--- src/rtl/uart_frame_packetizer.sv ---
// Captures FRAME_LEN samples after a Start pulse and sends them as a framed UART byte packet.
// Optional feature: define PACKETIZER_CHECKSUM_EN to append an XOR checksum byte after the payload.
module uart_frame_packetizer #(
  parameter int          FRAME_LEN    = 32,
  parameter int          SAMPLE_W     = 10,
  parameter logic [7:0]  HEADER       = 8'hA5,
  parameter int          BUSY_TIMEOUT = 1023
) (
  input  logic                clk,
  input  logic                reset,
  input  logic                Start,
  input  logic [SAMPLE_W-1:0] Sample_in,
  input  logic                Sample_valid,
  output logic                Sample_ready,
  input  logic                Tx_Ready,
  output logic [7:0]          Word_To_Send,
  output logic                TX_Write_en,
  output logic                TX_en,
  output logic                Busy,
  output logic                Frame_Done,
  output logic                Tx_Error,
  output logic                Start_Dropped
);

  localparam int IDX_W = (FRAME_LEN > 1) ? $clog2(FRAME_LEN) : 1;
  localparam int DEPTH = 1 << IDX_W;
  localparam int TMO_W = (BUSY_TIMEOUT > 1) ? $clog2(BUSY_TIMEOUT + 1) : 1;

  localparam logic [7:0]       LEN_BYTE = 8'(2 * FRAME_LEN);
  localparam logic [IDX_W-1:0] LAST_WR  = IDX_W'(FRAME_LEN - 1);
  localparam logic [TMO_W-1:0] TMO_LAST = TMO_W'(BUSY_TIMEOUT - 1);
`ifdef PACKETIZER_CHECKSUM_EN
  localparam logic [8:0]       LAST_IDX = 9'(2 * FRAME_LEN + 2);
`else
  localparam logic [8:0]       LAST_IDX = 9'(2 * FRAME_LEN + 1);
`endif

  typedef enum logic [2:0] {
    S_IDLE,
    S_FILL,
    S_ISSUE,
    S_WAIT_BUSY,
    S_WAIT_DONE
  } state_t;

  state_t              state;
  logic [IDX_W-1:0]    wr_ptr;
  logic [IDX_W-1:0]    rd_ptr;
  logic                lo_sel;
  logic [8:0]          byte_idx;
  logic [TMO_W-1:0]    tmo_cnt;
  logic [SAMPLE_W-1:0] buffer [DEPTH];
  logic [15:0]         sample_word;
  logic [7:0]          cur_byte;
`ifdef PACKETIZER_CHECKSUM_EN
  logic [7:0]          checksum;
`endif

  // Start is refused combinationally so the drop is flagged in the same cycle it arrives.
  assign Start_Dropped = Start && Busy;

  // NOTE: every variable driven here gets a default first, so no latch is inferred.
  always_comb begin
    sample_word = 16'(buffer[rd_ptr]);
    cur_byte    = lo_sel ? sample_word[7:0] : sample_word[15:8];
    if (byte_idx == 9'd0) begin
      cur_byte = HEADER;
    end else if (byte_idx == 9'd1) begin
      cur_byte = LEN_BYTE;
    end
`ifdef PACKETIZER_CHECKSUM_EN
    else if (byte_idx == LAST_IDX) begin
      cur_byte = checksum;
    end
`endif
  end

  // NOTE: the sample buffer is plain storage and deliberately has no reset; only pointers do.
  always_ff @(posedge clk) begin
    if (state == S_FILL && Sample_valid && Sample_ready) begin
      buffer[wr_ptr] <= Sample_in;
    end
  end

  // NOTE: all sequential state uses non-blocking assignments so every register samples pre-edge values.
  always_ff @(posedge clk or posedge reset) begin
    if (reset) begin
      state        <= S_IDLE;
      wr_ptr       <= '0;
      rd_ptr       <= '0;
      lo_sel       <= 1'b0;
      byte_idx     <= '0;
      tmo_cnt      <= '0;
      Sample_ready <= 1'b0;
      Word_To_Send <= '0;
      TX_Write_en  <= 1'b0;
      TX_en        <= 1'b0;
      Busy         <= 1'b0;
      Frame_Done   <= 1'b0;
      Tx_Error     <= 1'b0;
`ifdef PACKETIZER_CHECKSUM_EN
      checksum     <= '0;
`endif
    end else begin
      TX_Write_en <= 1'b0;
      TX_en       <= 1'b0;
      Frame_Done  <= 1'b0;
      Tx_Error    <= 1'b0;
      case (state)
        S_IDLE: begin
          if (Start) begin
            state        <= S_FILL;
            Busy         <= 1'b1;
            Sample_ready <= 1'b1;
            wr_ptr       <= '0;
            rd_ptr       <= '0;
            lo_sel       <= 1'b0;
            byte_idx     <= '0;
`ifdef PACKETIZER_CHECKSUM_EN
            checksum     <= '0;
`endif
          end
        end
        S_FILL: begin
          if (Sample_valid && Sample_ready) begin
            if (wr_ptr == LAST_WR) begin
              Sample_ready <= 1'b0;
              state        <= S_ISSUE;
            end else begin
              wr_ptr <= wr_ptr + IDX_W'(1);
            end
          end
        end
        S_ISSUE: begin
          if (Tx_Ready) begin
            Word_To_Send <= cur_byte;
            TX_Write_en  <= 1'b1;
            TX_en        <= 1'b1;
            tmo_cnt      <= '0;
            state        <= S_WAIT_BUSY;
`ifdef PACKETIZER_CHECKSUM_EN
            // HEADER and the checksum byte itself stay out of the running XOR.
            if (byte_idx != 9'd0 && byte_idx != LAST_IDX) begin
              checksum <= checksum ^ cur_byte;
            end
`endif
          end
        end
        S_WAIT_BUSY: begin
          if (!Tx_Ready) begin
            state <= S_WAIT_DONE;
          end else if (tmo_cnt == TMO_LAST) begin
            Tx_Error <= 1'b1;
            Busy     <= 1'b0;
            state    <= S_IDLE;
          end else begin
            tmo_cnt <= tmo_cnt + TMO_W'(1);
          end
        end
        S_WAIT_DONE: begin
          if (Tx_Ready) begin
            if (byte_idx == LAST_IDX) begin
              Frame_Done <= 1'b1;
              Busy       <= 1'b0;
              state      <= S_IDLE;
            end else begin
              byte_idx <= byte_idx + 9'd1;
              state    <= S_ISSUE;
              if (byte_idx >= 9'd2) begin
                lo_sel <= ~lo_sel;
                if (lo_sel) begin
                  rd_ptr <= rd_ptr + IDX_W'(1);
                end
              end
            end
          end
        end
        default: state <= S_IDLE;
      endcase
    end
  end

endmodule

--- config.mk ---
export PLATFORM = sky130hd
export DESIGN_NAME = uart_frame_packetizer
export DESIGN_NICKNAME = d
export VERILOG_FILES = /design/src/rtl/uart_frame_packetizer.sv
export SDC_FILE = /design/constraint.sdc
export NUM_CORES = 1
export LEC_CHECK = 0
export CAP_MARGIN = 20
export CORE_UTILIZATION = 46
export DETAILED_ROUTE_END_ITERATION = 16
export GPL_TIMING_DRIVEN = 0
export PLACE_DENSITY = 0.6
export RECOVER_POWER = 25
export SLEW_MARGIN = 15
export SYNTH_ARGS = -nofsm -noshare
export SYNTH_HDL_FRONTEND = slang
export SYNTH_SLANG_ARGS = --single-unit
--- constraint.sdc ---
create_clock -name clk -period 2.9 [get_ports clk]
set_input_delay 0.87 -clock clk [delete_from_list [all_inputs] [get_ports clk]]
set_output_delay 0.87 -clock clk [all_outputs]
set_load 0.05 [all_outputs]
# Word level (Yosys, flattened, before mapping)
# Memory sizes are Yosys's and may differ from the RTL's.
# Index checks and enable logic that the tools add are counted.
op_classes:
  add_sub_neg: 4
  n_lt_le_gt_ge: 1
  n_eq_ne: 22
  mux: 53
  bitwise: 1
  reduce_logical: 19
ops:
  columns: ["operator", "count"]
  rows:
  - ["5-bit two-way mux", 7]
  - ["10-bit two-way mux", 3]
  - ["9-bit two-way mux", 3]
  - ["8-bit two-way mux", 3]
  - ["2-bit inequality test, second input constant", 11]
  - ["1-bit two-way mux", 21]
  - ["3-bit two-way mux", 7]
  - ["10-bit one-hot mux with 2 select lines", 1]
  - ["5-bit one-hot mux with 2 select lines", 2]
  - ["9-bit one-hot mux with 2 select lines", 1]
  - ["6-bit AND reduction", 3]
  - ["4-bit AND reduction", 4]
  - ["3-bit one-hot mux with 5 select lines", 1]
  - ["10-bit by 1-bit adder with 10-bit output, second input constant", 1]
  - ["5-bit by 1-bit adder with 5-bit output, second input constant", 2]
  - ["10-bit == test, second input constant", 1]
  - ["9-bit by 1-bit adder with 9-bit output, second input constant", 1]
  - ["9-bit by 1-bit == test with 1-bit output, second input constant", 1]
  - ["9-bit by 7-bit == test with 1-bit output, second input constant", 1]
  - ["9-bit by 2-bit >= comparator with 1-bit output, second input constant", 1]
  - ["9-bit logical NOT", 1]
  - ["3-bit by 2-bit == test with 1-bit output, second input constant", 2]
  - ["2-bit nonzero test", 3]
  - ["5-bit == test, second input constant", 1]
  - ["other kinds (13)", 18]
word_totals:
  register_bits: 46
  mem_bits_rw: 320
  inputBits: 15
  n_memories: 1
memory_table:
  columns: ["name", "depth", "word_bits", "read_ports", "rd_ports_with_merged_regs", "wr", "line", "source"]
  rows:
  - ["buffer", 32, 10, 1, 0, 1, "52", "logic [SAMPLE_W-1:0] buffer [DEPTH];"]

# Logic depth before layout (Yosys ltp)
# Gate-level depths: netlist (run 1).
logic_depth:
  depth_word: 6
  depth_mapped: 10
  ltp_nobuf: 7

# Worst setup path after synthesis (run 1)
# Ideal clock, no wire load.
synth_timing:
  path_kind: "register to register"
  from: "register state[1]"
  to: "memory buffer[0][0] (enable)"
  setup_time_ns: 0.376
  arrival_time_ns: 1.978
  required_ns: 2.524
  slack_ns: 0.546
  path_stages_with_launch: 7
  path_buffers: 2
  path_cell_list: "dfrtp_1 > buf_2 > or3b_2 > clkbuf_1 > nor2_1 > nand2_1 > nor2_1"
synth_via:
  elab_chain_cells: 5
synth_rtl:
  columns: ["element", "line", "source"]
  rows:
  - ["start: declaration", "46", "state_t state;"]
  - ["start signal: assignment", "88", "state <= S_IDLE;"]
  - ["start signal: assignment", "112", "state <= S_FILL;"]
  - ["start signal: assignment", "128", "state <= S_ISSUE;"]
  - ["3-bit by 1-bit == test with 1-bit output", "80", "if (state == S_FILL && Sample_valid && Sample_ready) begin"]
  - ["1-bit logical AND (2 in a row)", "80", null]
  - ["1-bit two-way mux", "80", null]
  - ["1-bit two-way mux (not written as such)", "81", "buffer[wr_ptr] <= Sample_in;"]
  - ["end: declaration", "52", null]
# Every way passes these cells.

# Worst setup path in the final report (run 1)
layout_timing:
  from: "input port Start"
  to: "output port Start_Dropped"
layout_via:
  elab_chain_cells: 1
layout_rtl:
  columns: ["element", "line", "source"]
  rows:
  - ["start: declaration", "11", "input logic Start,"]
  - ["1-bit logical AND", "60", "assign Start_Dropped = Start && Busy;"]
  - ["end: declaration", "22", "output logic Start_Dropped"]
# Every way passes these cells.

==> metrics, run 1 <==
outcome=finished, violations left; failing checks=capacitance limit, slew limit; Fin. Hold Viols=0; PortBufs=29; layout cell share with drive strength beyond 1=0.2389; TritonCTS buffer count=40; total power=12.54 mW; RSZ-0062 raised after global routing=false; drc violations=0; sequential area share after synthesis=0.7209; Setup Viol. Count Final=0; CTS Root Cell=clkbuf_16; Synth Flop Type=edfxtp_1; fillers=2408; VDD IR max=0.4216 mV; final worst slack=0.08798 ns; gr usage total=0.2194; Setup crit end kind=output pin; Worst Path Arrival=1.94 ns; Post-Syn Instances=807; first-pass GRT wire length=between 50000 and 60000 um; critical path launch point type=input port; final clock skew=0.02234 ns; Final ANT Viol Nets=0; Avg Cell Area, Syn=18.50 um2; top-area cell type share of the netlist area=0.6438; vias=around 7.9k; Netlist Area Pre-Place=approximately 15000 um2; starting density of the core=0.4706; Commonest cells post-synth=edfxtp_1 (320), mux4_2 (78), nor2_1 (67); dpl cells=1245; Nets=921; CTS clock-pin slew for the worst setup and hold paths=0.06 ns; Post-Layout Cell Count=roughly 1.3k; chip width=~180 um; CTS tree=built; Max-slew headroom=-0.02199; Yosys reg bits=366; largest net degree at the start of global routing=36; total gr overflow=0; Post-synth EDFFs=320; Setup CP Type=in -> out; Placed Area=between 15000 and 20000 um2; Storage cell area=10760 um2; leakage=roughly 5.5 nW; Post-Route WL=approximately 35000 um; worst-margin pin slew=roughly 1.5 ns; DIE AREA=about 33000 um2; ys async rst share=0.1257; MaxCap Viol Count=4; syn_nets=roughly 830; area grow syn2layout=16.77%; router iterations before antenna repair=6; Hold Buf Count CTS=0; Synth area leaders=edfxtp_1 (64%), mux4_2 (12%), dfrtp_1 (7.7%); area leader, netlist=edfxtp_1; initial antenna violation count=1; Tmin final=2.812 ns; maximum clock frequency=355.6 MHz; clock sink count=366; count leader, synth=edfxtp_1; DRT iter0 DRCs=692; CORE AREA=31720 um2; CP max FO=5; fin crit share=0.9697; Hold Path Class=reg -> reg; Final Cell Area=17430 um2; H-tree depth=2; Final Max Slew Viols=130; insertion delay to the later sink of the worst-skew pair=0.53 ns; vias in the first global route=8113; Vias/cell=5.968; Synth cell types=55; share of the core filled with cells=0.5495; I/O pin count=30; area of the multi-input gates=4108 um2; Yosys warning count=0; clock buffer depth=3; pwr dens=719.7 nW/um2; die height=~180 um; WL per Instance=26.74 um; row count=65; GPL Wtd Cong=0.8644; Setup Slack @ Placement=-0.6332 ns; HPWL Detailed=23210 um; WP data required=2.03 ns
[layout by cell type, fill, tap and decap left out, types with 3 or more instances in the layout]
| cell type | n |
|---|---|
| clkdlybuf4s50_1 | 20 |
| nor3_1 | 6 |
| mux4_1 | 8 |
| buf_6 | 11 |
| nand4_1 | 6 |
| clkbuf_16 | 40 |
| and2_1 | 5 |
| ha_1 | 12 |
| nand3_1 | 17 |
| or3_1 | 10 |
| clkinv_1 | 4 |
| buf_2 | 8 |
| o21ai_0 | 17 |
| edfxtp_1 | 320 |
| o22ai_1 | 4 |
| dfrtp_1 | 46 |
| nor2_4 | 31 |
| buf_8 | 4 |
| o211ai_1 | 3 |
| xor2_1 | 4 |
| mux4_2 | 78 |
| mux2i_1 | 32 |
| nor4_1 | 5 |
| clkinv_2 | 3 |
| buf_4 | 12 |
| a21oi_1 | 16 |
| nor2b_1 | 5 |
| bufinv_16 | 5 |
| inv_1 | 16 |
| nand3b_1 | 7 |
| nand2_2 | 4 |
| and3_1 | 5 |
| buf_12 | 5 |
| nand2_1 | 30 |
| xnor2_1 | 8 |
| o31ai_1 | 3 |
| clkbuf_1 | 30 |
| nor2_1 | 34 |
[worst paths after layout]
| check | end | depth (start not counted) | slack, ns | startpoint |
|---|---|---|---|---|
| worst max-delay path | Start_Dropped | 3 | 0.09 | Start |
| worst min-delay path | Word_To_Send[3]$_DFFE_PP0P_ | 2 | 0.52 | Word_To_Send[3]$_DFFE_PP0P_ |
| worst max register to register | buffer[22][9]$_DFFE_PP_ | 7 | 0.16 | state[1]$_DFFE_PP0P_ |
| worst min register to register | Word_To_Send[3]$_DFFE_PP0P_ | 2 | 0.52 | Word_To_Send[3]$_DFFE_PP0P_ |
| max in group asynchronous | Word_To_Send[5]$_DFFE_PP0P_ | 3 | 0.81 | reset |
| min in group asynchronous | TX_en$_DFF_PP0_ | 2 | 0.81 | reset |
[flip-flops by register name (all words and copies together) (netlist names)]
name          cells
wr_ptr            5
Word_To_Send      8
byte_idx          9
buffer          320
tmo_cnt          10
rd_ptr            5
state             3
Sample_ready      1
TX_en             1
Tx_Error          1
Frame_Done        1
lo_sel            1
Busy              1
[area by class of cell]
cell class | count | area share
diodes | 1 | 0.0001436
plain buffers | 38 | 0.01400
clock buffers | 52 | 0.06001
clock inverters | 17 | 0.01321
inverters | 16 | 0.003446
multi-input cells | 386 | 0.2357
flip-flops and latches | 366 | 0.6173
well taps | 402 | 0.02886
repair buffers | 46 | 0.02735
[kinds of logic (layout without fill, tap and decap cells)]
logic type / count (synthesis) / after routing / share of synthesized area
and+or+nand+nor: 179 / 179 / 0.05876
AOI/OAI and AO/OA: 63 / 63 / 0.02800
muxes: 120 / 120 / 0.1547
buffers and inverters: 55 / 169 / 0.02054
DFF: 366 / 366 / 0.7209
adders and majority gates: 12 / 12 / 0.01006
xor gates and xnor gates: 12 / 12 / 0.007041
other: 0 / 1 / 0
[layer usage]
metal	share of wire	vias up	track usage
li1	-	3414	-
met3	0.070	65	0.04630
met2	0.48	274	0.3503
met1	0.42	4149	0.2987
met4	0.031	0	0.08202
met5	0	-	0
[critical path: stages]
cell	delay (ns)
clkdlybuf4s50_1	0.56
and2_1	0.15
clkdlybuf4s15_2	0.36
[through the flow]
stage | TNS (ns) | hold WS, ns
final | 0 | 0.5192
after global routing | 0 | 0.5466
after CTS | -24.99 | 0.5300
after detailed placement | -163.84 | 0.5170
after global placement | -165.08 | 0.5133
after floorplan | 0 | 0.5031
[report_power, final]
group          leakage, nW  total [mW]  internal [mW]  switching [mW]
clock                0.616        4.99           2.99            2.00
sequential            3.48        5.96           5.87          0.0927
combinational         1.43        1.59          0.592            1.00
total                 5.52        12.5           9.45            3.09
[repair_timing]
| item | in CTS | in global routing |
|---|---|---|
| gates resized for setup | 26 | 44 |
| pin swaps | 0 | 6 |
| buffers inserted | 0 | 7 |
| endpoints found under the setup margin | 291 | 313 |
(Power assumes the default switching activity.)
==> run 2, diff against run 1 <==
CORE_UTILIZATION = 28   (was 46)
PLACE_DENSITY = 0.4   (was 0.6)
TNS_END_PERCENT = 5   (was default)
==> run 2 against run 1 <==
The flow finishes with violations (capacitance limit, slew limit, setup timing). Hold slack worse by 0.019 ns. Final area up 1.7%. Combinational power is 3% higher. Die area up 63%.
==> metrics, run 2 (same netlist as run 1, synthesis figures left out) <==
DIE AREA=54240 um2 (was 33170 um2); Post-Route WL=40650 um (was 35400 um); Hold Buf Count CTS=0 (unchanged); GPL Wtd Cong=0.7725 (was 0.8644); Largest regs=buffer x320, tmo_cnt x10, byte_idx x9 (unchanged); Biggest register=buffer (unchanged); internal power=9.324 mW (was 9.452 mW); CP max FO=9 (was 5); Placed Area=16250 um2 (was 15810 um2); Post-Layout Cell Count=1608 (was 1324); maximum clock frequency=338.6 MHz (was 355.6 MHz); initial antenna violation count=1 (unchanged); RSZ-0062 raised after global routing=true (was false); PortBufs=29 (unchanged); Clk network pwr share=0.397 (was 0.398); CTS clock-pin slew for the worst setup and hold paths=0.06 ns (about the same); H-tree depth=2 (unchanged); TritonCTS buffer count=42 (was 40); layout cell share with drive strength beyond 1=0.2457 (was 0.2389); Setup CP Type=reg -> reg (was in -> out); DR WL met3=1940 um (was 2489 um); dpl cells=1537 (was 1245); Final ANT Viol Nets=0 (unchanged); final clock skew=0.02192 ns (was 0.02234 ns); combinational share of power=0.130 (was 0.127); Hold EP=Word_To_Send[4]$_DFFE_PP0P_ (was Word_To_Send[3]$_DFFE_PP0P_); clock sink count=366 (unchanged); MaxCap Viol Count=3 (was 4); CTS tree=built (unchanged); fin crit share=1.018 (was 0.9697); Max-slew headroom=-0.06172 (was -0.02199); R2R depth=7 (unchanged); die height=232.9 um (was 182.1 um); vias=7757 (was 7902); fillers=4993 (was 2408); Hold Startpoint=Word_To_Send[4]$_DFFE_PP0P_ (was Word_To_Send[3]$_DFFE_PP0P_); Final Max Slew Viols=99 (was 130); highest routed layer=met4 (unchanged); Worst Path Arrival=3.22 ns (was 1.94 ns); Fin. Hold Viols=0 (unchanged); net switching power=3.267 mW (was 3.092 mW); drc violations=0 (unchanged); Largest register FFs=320 (unchanged); insertion delay to the later sink of the worst-skew pair=0.57 ns (was 0.53 ns); largest net degree at the start of global routing=33 (was 36); total gr overflow=0 (unchanged); reg-to-reg startpoint=state[1]$_DFFE_PP0P_ (unchanged); Setup crit end kind=register (was output pin); failing checks=capacitance limit, slew limit, setup timing (was capacitance limit, slew limit); I/O pin count=30 (unchanged); router iterations before antenna repair=5 (was 6); final worst slack=-0.05291 ns (was 0.08798 ns); Nets=921 (unchanged); WP data required=3.16 ns (was 2.03 ns); worst-margin pin slew=1.593 ns (was 1.533 ns); critical path's largest stage delay=0.47 ns (was 0.56 ns); DRT iter0 DRCs=629 (was 692); critical path launch point type=register (was input port); Tmin final=2.953 ns (was 2.812 ns); Final Cell Area=17730 um2 (was 17430 um2); M1 WL=18950 um (was 14770 um); Worst path slowest cell=or3b_2 (was clkdlybuf4s50_1); WL per Instance=25.28 um (was 26.74 um); r2r setup slk=-0.05 ns (was 0.16 ns); area grow syn2layout=18.77% (was 16.77%); Hold Path Class=reg -> reg (unchanged); worst-path cell chain=buf_2 -> or3b_2 -> clkbuf_1 -> nor2_1 -> nand2_2 -> nor2_2 -> buf_8 (was clkdlybuf4s50_1 -> and2_1 -> clkdlybuf4s15_2); met2 wire len=19000 um (was 17050 um); chip width=232.9 um (was 182.1 um); CTS Root Cell=clkbuf_16 (unchanged); R2R Path End=buffer[8][5]$_DFFE_PP_ (was buffer[22][9]$_DFFE_PP_); clock buffer depth=3 (unchanged); Diodes inserted=0 (was 1); Switching Share=0.2595 (was 0.2465); Hold Path Stages=2 (unchanged); Vias/cell=4.824 (was 5.968); Setup Viol. Count Final=47 (was 0); vias in the first global route=7954 (was 8113); VDD IR max=0.3876 mV (was 0.4216 mV); outcome=finished, violations left (unchanged); CORE AREA=52660 um2 (was 31720 um2); row count=84 (was 65); most frequent cells in the layout=edfxtp_1 (320), mux4_2 (78), dfrtp_1 (46) (unchanged); starting density of the core=0.2835 (was 0.4706); Reg power frac=0.473 (was 0.475); most common cell after layout, fill and taps aside=edfxtp_1 (unchanged); leakage=5.526 nW (was 5.522 nW); first-pass GRT wire length=58330 um (was 52360 um); WHS=0.5000 ns (was 0.5192 ns); gr usage total=0.1540 (was 0.2194); HPWL Detailed=26390 um (was 23210 um); pwr dens=710.3 nW/um2 (was 719.7 nW/um2)
-- run 2: worst max path at each step --
stage               cells after the start                      end  slack [ns]                  from
detailed placement                      5  buffer[24][5]$_DFFE_PP_       -0.75          Sample_valid
CTS                                     6  buffer[18][6]$_DFFE_PP_       -0.24  state[1]$_DFFE_PP0P_
floorplan                               6   buffer[0][0]$_DFFE_PP_        0.55  state[1]$_DFFE_PP0P_
global route                            7   buffer[8][6]$_DFFE_PP_       -0.18  state[1]$_DFFE_PP0P_
global placement                        5   buffer[8][3]$_DFFE_PP_       -1.01          Sample_valid
finish                                  7   buffer[8][5]$_DFFE_PP_       -0.05  state[1]$_DFFE_PP0P_
-- run 2: through the flow --
stage	TNS [ns]	utilization	power, mW	setup WS, ns
finish	-0.7173	0.3367	12.59	-0.05291
CTS	-38.47	0.3335	12.74	-0.2405
global route	-28.96	0.3367	13.06	-0.1828
detailed placement	-156.92	0.3086	7.708	-0.7468
floorplan	0	-	7.079	0.5458
global placement	-256.07	0.3053	7.693	-1.007
-- run 2: worst max-delay path: cells and delay by family (launching register included) --
| kind | cells | cell delay (ns) |
|---|---|---|
| simple gates | 4 | 1.72 |
| buf+inv | 3 | 0.58 |
| flops | 1 | 0.35 |
-- run 2: area by class of cell --
type                    instances  area (um2)  area share
plain buffers                  39       259.0     0.01461
clock buffers                  47        1091     0.06154
inverters                      16       60.06    0.003388
clock inverters                23       177.7     0.01002
well taps                     688       860.8     0.04856
multi-input cells             386        4101      0.2313
repair buffers                 43       417.9     0.02357
flip-flops and latches        366       10760      0.6070
-- run 2: what timing repair did --
action	in CTS	in global routing
gates resized for setup	17	40
setup buffers	0	1
pin swaps	1	13
setup endpoints to repair	296	319
-- run 2: power by group through the flow --
stage,Combinational (mW),Sequential [mW],Clock [mW]
5_1_grt,1.78,5.97,5.30
4_1_cts,1.66,5.95,5.13
6_report,1.64,5.96,5.00
3_3_place_gp,1.63,6.06,0
2_1_floorplan,0.926,6.15,0
3_5_place_dp,1.65,6.06,0
-- run 2: layer usage --
layer	global-route usage	vias up
met4	0.04350	0
met3	0.02696	56
li1	-	3420
met5	0	-
met2	0.2433	179
met1	0.2165	4102
==> RTL change 1: new RTL, flow settings as in run 2 <==
Re-encode `state_t` (5 states) as one-hot, 5 bits wide.
--- a/src/rtl/uart_frame_packetizer.sv
+++ b/src/rtl/uart_frame_packetizer.sv
@@ -35,12 +35,12 @@
   localparam logic [8:0]       LAST_IDX = 9'(2 * FRAME_LEN + 1);
 `endif
 
-  typedef enum logic [2:0] {
-    S_IDLE,
-    S_FILL,
-    S_ISSUE,
-    S_WAIT_BUSY,
-    S_WAIT_DONE
+  typedef enum logic [4:0] {
+    S_IDLE      = 5'b00001,
+    S_FILL      = 5'b00010,
+    S_ISSUE     = 5'b00100,
+    S_WAIT_BUSY = 5'b01000,
+    S_WAIT_DONE = 5'b10000
   } state_t;
 
   state_t              state;
Formal check against the unedited RTL: same outputs for any inputs over 10 cycles, from zero or initial values and one cycle with reset high; not proved beyond that.
==> RTL change 1 against run 2 <==
The flow finishes with violations (DRC, capacitance limit, slew limit, setup timing); design area grew 0.29%; setup slack lost 45 ps; area after synthesis grew 1.9%; worst hold slack gained 22 ps; total power shrank 6.2%; utilization shrank 0.56 points; critical endpoint is now buffer[5][6]; first-iteration DRC count grew 6.7%; highest routed layer unchanged; sequential cell count grew 2; wire length grew 4.9%.
==> RTL change 1: results <==
# TYPE chip_impl_metric gauge
chip_impl_info{name="outcome",value="finished, violations left"} 1
chip_impl_info{name="violations",value="DRC, capacitance limit, slew limit, setup timing"} 1
chip_impl_metric{name="max-slew-margin-rel",unit="%"} -13.06
chip_impl_metric{name="wirelength",unit="mm"} 42.65
chip_impl_metric{name="antenna_violations_before_repair",unit=""} 2
chip_impl_info{name="crit_start",value="state[4]"} 1
chip_impl_metric{name="drcViolationCount",unit=""} 4
chip_impl_info{name="timing.rr.end",value="buffer[5][6]"} 1
chip_impl_metric{name="cp.arrival",unit="ps"} 3170
chip_impl_metric{name="place_congestion",unit=""} 0.7634
chip_impl_metric{name="via_per_inst",unit=""} 4.909
chip_impl_metric{name="worst_path_fanout_max",unit=""} 10
chip_impl_metric{name="preCtsSetupSlack",unit="ps"} -844.5
chip_impl_metric{name="irDropWorstVdd",unit="mV"} 0.3846
chip_impl_info{name="critical_path.slowest_cell",value="sky130_fd_sc_hd__nor2_2"} 1
chip_impl_metric{name="max_slew_vio_count",unit=""} 133
chip_impl_metric{name="vias_in_the_first_global_route",unit=""} 8574
chip_impl_metric{name="dp_hpwl",unit="mm"} 27.55
chip_impl_metric{name="synth.yosys.seq_area_share",unit="%"} 71.06
chip_impl_metric{name="portBuffers",unit=""} 28
chip_impl_metric{name="cellPowerDensity",unit="nW/um^2"} 664.5
chip_impl_metric{name="share_of_post_route_cells_with_drive_strength_above_1",unit="%"} 24.79
chip_impl_metric{name="finClkSkew",unit="ps"} 23.04
chip_impl_metric{name="grt_max_degree",unit=""} 49
chip_impl_metric{name="setup_ws_final",unit="ps"} -97.83
chip_impl_metric{name="pg_comb",unit="W"} 0.000865
chip_impl_metric{name="worst_r2r_path_depth",unit=""} 6
chip_impl_metric{name="grt_first_pass_wirelength",unit="mm"} 62.46
chip_impl_metric{name="setup_viol",unit=""} 127
chip_impl_metric{name="drv.max_cap_violation_count",unit=""} 4
chip_impl_metric{name="async_reset_ff_share",unit="%"} 13.04
chip_impl_metric{name="max_stage_delay",unit="ps"} 800
[RTL change 1: changes by cell type in the layout (fill, tap and decap cells not counted), sizes merged, moves of 6 or more]
cell	change
nand2	+8
a21oi	+8
nor2	-10
mux2	+10
nand2b	+6
clkbuf	+11
a211oi	+7
mux2i	-6
clkinv	+9
o31ai	+8
[RTL change 1: final cells by class]
cell class | count | area, um^2 | area share [%]
diodes | 1 | 2.502 | 0.01407
plain buffers | 44 | 271.5 | 1.527
clock buffers | 51 | 1159 | 6.517
clock inverters | 29 | 127.6 | 0.7178
inverters | 17 | 67.56 | 0.3800
multi-input cells | 422 | 4163 | 23.41
flip-flops and latches | 368 | 10810 | 60.81
well taps | 696 | 870.8 | 4.898
repair buffers | 37 | 306.5 | 1.724
[RTL change 1: metrics by stage]
stage                     std cells  setup TNS, ps
after floorplan                 851              0
after CTS                      1664         -15720
after global placement         1575        -273510
after global routing           1664         -33130
after detailed placement       1584        -158860
final                          1665          -5301
[RTL change 1: logic make-up (layout without fill, tap and decap cells)]
group / after synthesis / in the layout / share of synthesized area, %
AO/OA/AOI/OAI: 94 / 94 / 4.350
XOR/XNOR: 5 / 5 / 0.2879
adder cells (fa/ha/maj): 12 / 12 / 0.9868
buffers and inverters: 61 / 178 / 2.064
flip-flops: 368 / 368 / 71.06
multiplexers: 120 / 120 / 14.79
other: 0 / 1 / 0
AND/OR/NAND/NOR: 191 / 191 / 6.464
[RTL change 1: worst reg2reg max path, stage by stage, from the launching register on]
cell and delay [ps]:
sky130_fd_sc_hd__dfrtp_1 370, sky130_fd_sc_hd__buf_6 140, sky130_fd_sc_hd__or3_1 380, sky130_fd_sc_hd__buf_6 150
sky130_fd_sc_hd__nor3b_4 330, sky130_fd_sc_hd__nand2_1 430, sky130_fd_sc_hd__nor2_2 810
[RTL change 1: worst min-delay path by stage]
stage	slack (ps)	startpoint	end
after floorplan	500	tmo_cnt[1]	tmo_cnt[1]
after global placement	510	Sample_ready	Sample_ready
after detailed placement	510	Busy	Busy
after CTS	520	Busy	Busy
after global routing	570	byte_idx[8]	byte_idx[8]
final	520	Busy	Busy
[RTL change 1: what timing repair did]
action                                 4_1_cts  5_1_grt
pin swaps                                    0        0
endpoints found under the hold margin        0        0
resized for setup                           13       11
setup endpoints to repair                  200      240
[RTL change 1: metal layers]
metal,global-route usage (%),routed length [um],vias to the layer above
li1,-,-,3604
met1,21.97,19900,4352
met4,4.406,844,0
met3,2.533,1579,58
met5,0,0,-
met2,25.62,20320,159
==> RTL change 2: new RTL, settings of run 2 <==
Made on the original files. Change the parameter `BUSY_TIMEOUT` from 1023 to 4092.
--- a/src/rtl/uart_frame_packetizer.sv
+++ b/src/rtl/uart_frame_packetizer.sv
@@ -4,7 +4,7 @@
   parameter int          FRAME_LEN    = 32,
   parameter int          SAMPLE_W     = 10,
   parameter logic [7:0]  HEADER       = 8'hA5,
-  parameter int          BUSY_TIMEOUT = 1023
+  parameter int          BUSY_TIMEOUT = 4092
 ) (
   input  logic                clk,
   input  logic                reset,
Check against the original RTL: no difference found for any inputs over 10 cycles, from zero or initial values and one cycle with reset high; that may be too few to reach the edited logic, so the function may still have changed.
==> RTL change 2 against run 2 <==
Largest cell class unchanged; sequential power up 2%; sequential cell count up 2; register-to-register slack better by 140 ps; clock power up 11%; critical path depth unchanged; die area up 1.1%; clock skew down 5.4 ps; setup slack better by 57 ps; design area up 3.2%; total power up 7.3%; wire length up 2.1%; area after synthesis up 1.1%; the flow finishes with violations (DRC, capacitance limit, slew limit); fmax up 2.0%; global-route usage up 0.19 points.
==> RTL change 2: results <==
# TYPE chip_impl_metric gauge
chip_impl_info{name="outcome",value="finished, violations left"} 1
chip_impl_info{name="violations",value="DRC, capacitance limit, slew limit"} 1
chip_impl_metric{name="hold_ws",unit="ps"} 495.0
chip_impl_metric{name="placed_area",unit="um^2"} 16540
chip_impl_info{name="timing.rr.start",value="rd_ptr[0]"} 1
chip_impl_metric{name="wirelength",unit="mm"} 41.52
chip_impl_metric{name="routedWlPerCell",unit="um"} 25.21
chip_impl_metric{name="irDropWorstVdd",unit="mV"} 0.3639
chip_impl_metric{name="reg_to_reg_setup_timing_slack",unit="ps"} 90
chip_impl_metric{name="drcViolationCount",unit=""} 8
chip_impl_metric{name="dr_total_vias",unit=""} 8022
chip_impl_metric{name="grt_first_pass_wirelength",unit="mm"} 59.91
chip_impl_metric{name="yosys.cell_types.count",unit=""} 65
chip_impl_metric{name="drv.max_cap_violation_count",unit=""} 1
chip_impl_info{name="hold-path-endpoint",value="Word_To_Send[3]"} 1
chip_impl_metric{name="worst-slew-pin-transition",unit="ps"} 1695
chip_impl_metric{name="detailroute.wirelength.met2",unit="mm"} 19.77
chip_impl_info{name="min_from",value="Word_To_Send[3]"} 1
chip_impl_metric{name="finClkSkew",unit="ps"} 16.55
chip_impl_metric{name="max_slew_vio_count",unit=""} 33
chip_impl_metric{name="routedLengthMet1",unit="mm"} 19.27
chip_impl_metric{name="drt-initial-drc-count",unit=""} 494
chip_impl_metric{name="synth.yosys.seq_area_share",unit="%"} 71.65
chip_impl_metric{name="share_of_post_route_cells_with_drive_strength_above_1",unit="%"} 25.99
chip_impl_metric{name="post-place-cells",unit=""} 1563
## RTL change 2: cell types whose count changed after synthesis, moves of 5 or more
cell                       delta
sky130_fd_sc_hd__o21ai_1      +5
sky130_fd_sc_hd__nand2_1      -6
sky130_fd_sc_hd__mux2i_1     -12
sky130_fd_sc_hd__a22o_1       +5
sky130_fd_sc_hd__clkbuf_1     +6
## RTL change 2: metrics by stage
| stage | setup slack, ps | total power, W | setup TNS, ps |
|---|---|---|---|
| 6_report | 4.539 | 0.01351 | 0 |
| 5_1_grt | -121.6 | 0.01399 | -14850 |
| 4_1_cts | -215.8 | 0.01363 | -27770 |
| 3_5_place_dp | -809.4 | 0.008022 | -209570 |
| 3_3_place_gp | -1284 | 0.008001 | -373560 |
| 2_1_floorplan | 364.6 | 0.007314 | 0 |
## RTL change 2: worst max path at each step
| stage | startpoint | endpoint | slack, ps | cells past startpoint |
|---|---|---|---|---|
| 2_1_floorplan | Sample_valid | buffer[0][0] | 360 | 5 |
| 3_3_place_gp | Sample_valid | buffer[29][2] | -1280 | 6 |
| 3_5_place_dp | Sample_valid | buffer[6][5] | -810 | 6 |
| 4_1_cts | Sample_valid | buffer[18][2] | -220 | 6 |
| 5_1_grt | Sample_valid | buffer[7][4] | -120 | 7 |
| 6_report | Sample_valid | buffer[31][8] | 5 | 7 |
## RTL change 2: power by group
| part | total [W] | switching, W | internal [W] |
|---|---|---|---|
| Combinational | 0.00191 | 0.00118 | 0.000728 |
| Clock | 0.00555 | 0.00220 | 0.00336 |
| Sequential | 0.00606 | 0.000137 | 0.00592 |
| Total | 0.0135 | 0.00351 | 0.0100 |
## RTL change 2: area by class of cell
class	count	area (um^2)
antenna	1	2.502
buffer	41	284.0
clock buffer	57	1201
clock inverter	22	239.0
fill	4989	34570
inverter	20	75.07
multi-input combinational	397	4223
sequential	368	10810
tap	688	860.8
timing repair buffer	53	600.6
## RTL change 2: cells by family after synthesis
family	count (synthesis)	share of synthesized area (%)
compound gates	89	4.130
xor+xnor	12	0.6966
fa+ha+maj	11	0.9122
buf+inv	63	2.065
flops	368	71.65
mux	114	15.08
simple gates	171	5.465
## RTL change 2: repair_timing
item                       in CTS  in global routing
hold buffers                    0                  0
cloned                          0                  0
setup endpoints to repair     215                301
pin swaps                       0                 12
setup buffers                   0                  4
gates resized for setup        29                 34
## RTL change 2: routing by layer
layer / GRT usage [%] / vias to the layer above
met5: 0 / -
met3: 2.724 / 54
met4: 4.302 / 0
met2: 25.14 / 153
li1: - / 3541
met1: 21.56 / 4274
